--- src/rtl/uart_tx.sv ---
// -----------------------------------------------------------------------------
// uart_tx
//   UART transmitter running directly on the bit clock (one clk = one bit).
//   Frame on TX_OUT: start(0), DATA_WIDTH data bits LSB-first, optional
//   parity bit, stop(1). The line idles high.
//
// Ports
//   clk        in   TX bit clock, rising edge
//   reset_n    in   asynchronous active-low reset, aborts any frame
//   P_DATA     in   parallel word to send
//   DATA_VALID in   request; taken only when the transmitter is idle
//   PAR_EN     in   1 = append parity bit
//   PAR_TYP    in   0 = even parity, 1 = odd parity
//   TX_OUT     out  serial line (registered)
//   busy       out  high while a frame occupies the line (registered)
//
// Handshake: DATA_VALID has no ready partner. A word is accepted on the
// rising edge where the FSM is IDLE and DATA_VALID=1; busy is then high from
// the next cycle to the end of the stop bit. Requests while busy are dropped.
// -----------------------------------------------------------------------------
module uart_tx #(
   parameter int DATA_WIDTH = 8,
   parameter int CNT_WIDTH  = 4
) (
   input  logic                  clk,
   input  logic                  reset_n,
   input  logic [DATA_WIDTH-1:0] P_DATA,
   input  logic                  DATA_VALID,
   input  logic                  PAR_EN,
   input  logic                  PAR_TYP,
   output logic                  TX_OUT,
   output logic                  busy
);

   typedef enum logic [2:0] {
      S_IDLE   = 3'd0,
      S_START  = 3'd1,
      S_DATA   = 3'd2,
      S_PARITY = 3'd3,
      S_STOP   = 3'd4
   } state_t;

   state_t                r_state;
   state_t                w_state_nxt;
   logic [DATA_WIDTH-1:0] r_shift;
   logic [CNT_WIDTH-1:0]  r_cnt;
   logic                  r_par_en;
   logic                  r_par;
   logic                  r_tx;
   logic                  r_busy;
   logic                  w_tx_nxt;
   logic                  w_busy_nxt;
   logic                  w_accept;
   logic                  w_last_bit;

   assign w_accept   = (r_state == S_IDLE) && DATA_VALID;
   assign w_last_bit = (r_cnt == CNT_WIDTH'(DATA_WIDTH - 1));

   assign TX_OUT = r_tx;
   assign busy   = r_busy;

   // State register
   always_ff @(posedge clk or negedge reset_n) begin
      if (!reset_n) r_state <= S_IDLE;
      else          r_state <= w_state_nxt;
   end

   // Next-state logic; unused encodings fall back to IDLE
   always_comb begin
      w_state_nxt = S_IDLE;
      case (r_state)
         S_IDLE:   w_state_nxt = DATA_VALID ? S_START : S_IDLE;
         S_START:  w_state_nxt = S_DATA;
         S_DATA: begin
            if (w_last_bit) w_state_nxt = r_par_en ? S_PARITY : S_STOP;
            else            w_state_nxt = S_DATA;
         end
         S_PARITY: w_state_nxt = S_STOP;
         S_STOP:   w_state_nxt = S_IDLE;
         default:  w_state_nxt = S_IDLE;
      endcase
   end

   // Output logic: values the registered outputs take in the next state,
   // so TX_OUT/busy line up with the state without a combinational path.
   always_comb begin
      w_tx_nxt   = 1'b1;
      w_busy_nxt = 1'b1;
      case (w_state_nxt)
         S_IDLE:   w_busy_nxt = 1'b0;
         S_START:  w_tx_nxt   = 1'b0;
         S_DATA:   w_tx_nxt   = r_shift[0];
         S_PARITY: w_tx_nxt   = r_par;
         S_STOP:   w_tx_nxt   = 1'b1;
         default:  w_busy_nxt = 1'b0;
      endcase
   end

   // Datapath and output registers
   always_ff @(posedge clk or negedge reset_n) begin
      if (!reset_n) begin
         r_shift  <= '0;
         r_cnt    <= '0;
         r_par_en <= 1'b0;
         r_par    <= 1'b0;
         r_tx     <= 1'b1;
         r_busy   <= 1'b0;
      end else begin
         r_tx   <= w_tx_nxt;
         r_busy <= w_busy_nxt;
         if (w_accept) begin
            r_shift  <= P_DATA;
            r_par_en <= PAR_EN;
            r_par    <= (^P_DATA) ^ PAR_TYP;
         end else if (w_state_nxt == S_DATA) begin
            // The bit just loaded into r_tx leaves the register here
            r_shift <= r_shift >> 1;
         end
         if (r_state == S_DATA) begin
            if (w_last_bit) r_cnt <= '0;
            else            r_cnt <= r_cnt + 1'b1;
         end
      end
   end

endmodule

--- config.mk ---
export PLATFORM = sky130hd
export DESIGN_NAME = uart_tx
export DESIGN_NICKNAME = d
export VERILOG_FILES = /design/src/rtl/uart_tx.sv
export SDC_FILE = /design/constraint.sdc
export NUM_CORES = 1
export LEC_CHECK = 0
export CORE_MARGIN = 2
export CORE_UTILIZATION = 35
export DETAILED_ROUTE_END_ITERATION = 8
export PLACE_DENSITY = 0.59
export SLEW_MARGIN = 10
export SYNTH_ARGS = -nofsm -noshare
export SYNTH_HDL_FRONTEND = slang
export SYNTH_SLANG_ARGS = --single-unit
--- constraint.sdc ---
create_clock -name clk -period 2.3 [get_ports clk]
set_input_delay 0.345 -clock clk [delete_from_list [all_inputs] [get_ports clk]]
set_output_delay 0.345 -clock clk [all_outputs]
set_load 0.03 [all_outputs]
==> flow_summary.toml <==
[status]
status = "completed"

[layout]
antenna_cells = 0
fin_nets = 120
design_area_um2 = 1186
syn_to_final_growth_pct = 22.96
fin_util_pct = 44.15
drive_gt1_share_pct = 13.33

[routing]
wl_met1_um = 882
wl_met2_um = 803
first_pass_iters = 4
vias = 692
finalWirelength_mm = 1.776
wl_met3_um = 77
top_layer = "met4"
via_per_inst = 5.088
wl_per_cell_um = 13.06
remaining_drc_errors = 0
postRouteAntennaNets = 0
drt_iter0_drc = 22

[place]
preCtsSetupSlack_ns = 0.3916
placed_area_um2 = 1160
place_hpwl_mm = 1.360
gp_congestion = 0.7357
place.port_buffers = 14

[global_route]
antenna_found_initial = 0
grt_overflow = 0
grt_pass1_wl_mm = 3.118
grt_max_degree = 20
grtUsageTotal_pct = 12.56
grt_pass1_vias = 701

[logic_synthesis]
ys_async_sr_fraction_pct = 100.0
synth_flop_cell = "dfrtp_1"
syn_inst = 85
synth_seq_cells = 19
syn_area_um2 = 964.7
syn_nets = 99
synth_top_area_cell = "dfrtp_1"
synth.area.top_cells = "dfrtp_1, mux2i_1, xnor2_1"
synth_top_area_share_pct = 46.69
ys_warn_count = 0
synth_cell_types = 31
ys_seq_area_share_pct = 49.42
synth_edf_count = 0
synthTopCellsByCount = "dfrtp_1, a21oi_1, a31oi_1, mux2i_1, xnor2_1"
yosysMostFrequentCell = "dfrtp_1"
avgSynthCellArea_um2 = 11.35

[floorplanning]
dieWidth_um = 56.50
die_y_um = 56.50
ios = 15
core_um2 = 2686
num_rows = 19
start_util_pct = 35.91
die-area_um2 = 3192

[clocking]
cts.path.max_buffers = 2
clock-sinks = 19
clock_latency_ns = 0.29
cts_tree = "done"
cts_root_buf = "clkbuf_4"
clkTransAtPathRegs_ns = 0.10
cts_buffers = 3
cts-resized-gates = 0
postCtsSetupBuffers = 0
ctsHoldBuffers = 0
cts-htree-levels = 1

[timing]
tns_ns = 0
fin_crit_sh_pct = 79.07
worst_slew_pin_slew_ns = 0.3924
slew_viol_final = 0
fmax_mhz = 549.9
period_needed_ns = 1.819
skew_ns = 0.001525
rsz0062_at_grt = "false"
whs_ns = 0.3660
setup_viol = 0
hold_viol = 0
slew_headroom_pct = 73.81
fin_ws_ns = 0.4814

[setup_path]
crit_chain = "clkdlybuf4s50_1"
max_stage_delay_ns = 0.65
cp_max_fo = 1
cp.required_ns = 1.96
critPathSlowestCell = "clkdlybuf4s50_1"
setup.worst_path.end_class = "output port"
worstPathArrival_ns = 1.47
critical_path.n_buffers_inverters = 1
path_delay_family = "buffers and inverters"
critical_path_class = "reg -> out"
cp-start-kind = "register"

[power_and_ir_drop]
p_per_area_nw_per_um2 = 1228
power_leakage_nw = 0.4946
peakVddDrop_uv = 860.8

[job]
cap_violations = 0

[hold_path]
hold_path_class = "in -> async"
[cell families (layout without fill, tap and decap cells)]
group,after synthesis,count (layout),share of synthesized area [%]
AO/OA/AOI/OAI,22,22,13.23
AND/OR/NAND/NOR,21,21,14.79
flip-flops,19,19,49.42
multiplexers,9,9,9.598
XOR/XNOR,8,8,8.690
buffers and inverters,5,25,2.983
adder cells (fa/ha/maj),1,1,1.297
[state kept, by name, summed over array words and instances, names as in the netlist]
signal	flops
r_shift	8
r_cnt	4
r_state	3
TX_OUT	1
busy	1
r_par	1
r_par_en	1
[report_power, final]
group	internal [mW]	switching [mW]	leakage [nW]
combinational	0.332	0.324	0.256
clock	0.0675	0.100	0.0150
sequential	0.502	0.130	0.224
[worst paths after layout]
kind	end	slack, ns	start	cells after the start
worst max-delay path	TX_OUT	0.48	TX_OUT$_DFF_PN1_	1
worst min-delay path	r_shift[1]$_DFFE_PN0P_	0.37	reset_n	2
worst max register to register	r_shift[7]$_DFFE_PN0P_	0.68	r_cnt[0]$_DFFE_PN0N_	6
worst min register to register	r_cnt[3]$_DFFE_PN0N_	0.53	r_cnt[3]$_DFFE_PN0N_	1
max in group asynchronous	TX_OUT$_DFF_PN1_	1.67	reset_n	2
min in group clk	r_cnt[3]$_DFFE_PN0N_	0.53	r_cnt[3]$_DFFE_PN0N_	1
[metrics by stage]
stage / power [mW] / instances
final: 1.456 / 136
after global routing: 1.571 / 136
after CTS: 1.473 / 136
after detailed placement: 1.304 / 132
after global placement: 1.274 / 132
after floorplan: 1.105 / 85
[cell usage in the layout (no fill, tap or decap), types with 3 or more instances in the layout]
| cell type | n |
|---|---|
| nor3_1 | 3 |
| dfrtp_1 | 18 |
| clkbuf_4 | 3 |
| nand2_1 | 4 |
| a31oi_1 | 7 |
| clkdlybuf4s50_1 | 14 |
| xnor2_1 | 6 |
| mux2i_1 | 7 |
| buf_4 | 5 |
| a21oi_1 | 9 |
[routing by layer]
layer	GRT usage [%]	up-vias
met1	16.96	323
met3	5.069	2
met2	19.27	14
li1	-	353
met4	2.041	0
met5	0	-
[cell type report]
| type | count | area (um2) |
|---|---|---|
| Inverter | 2 | 7.507 |
| Tap cell | 31 | 38.79 |
| Clock buffer | 4 | 26.28 |
| Sequential cell | 19 | 476.7 |
| Timing Repair Buffer | 19 | 177.7 |
| Multi-Input combinational cell | 61 | 459.2 |
| Fill cell | 270 | 1500 |
(Power assumes the default switching activity.)
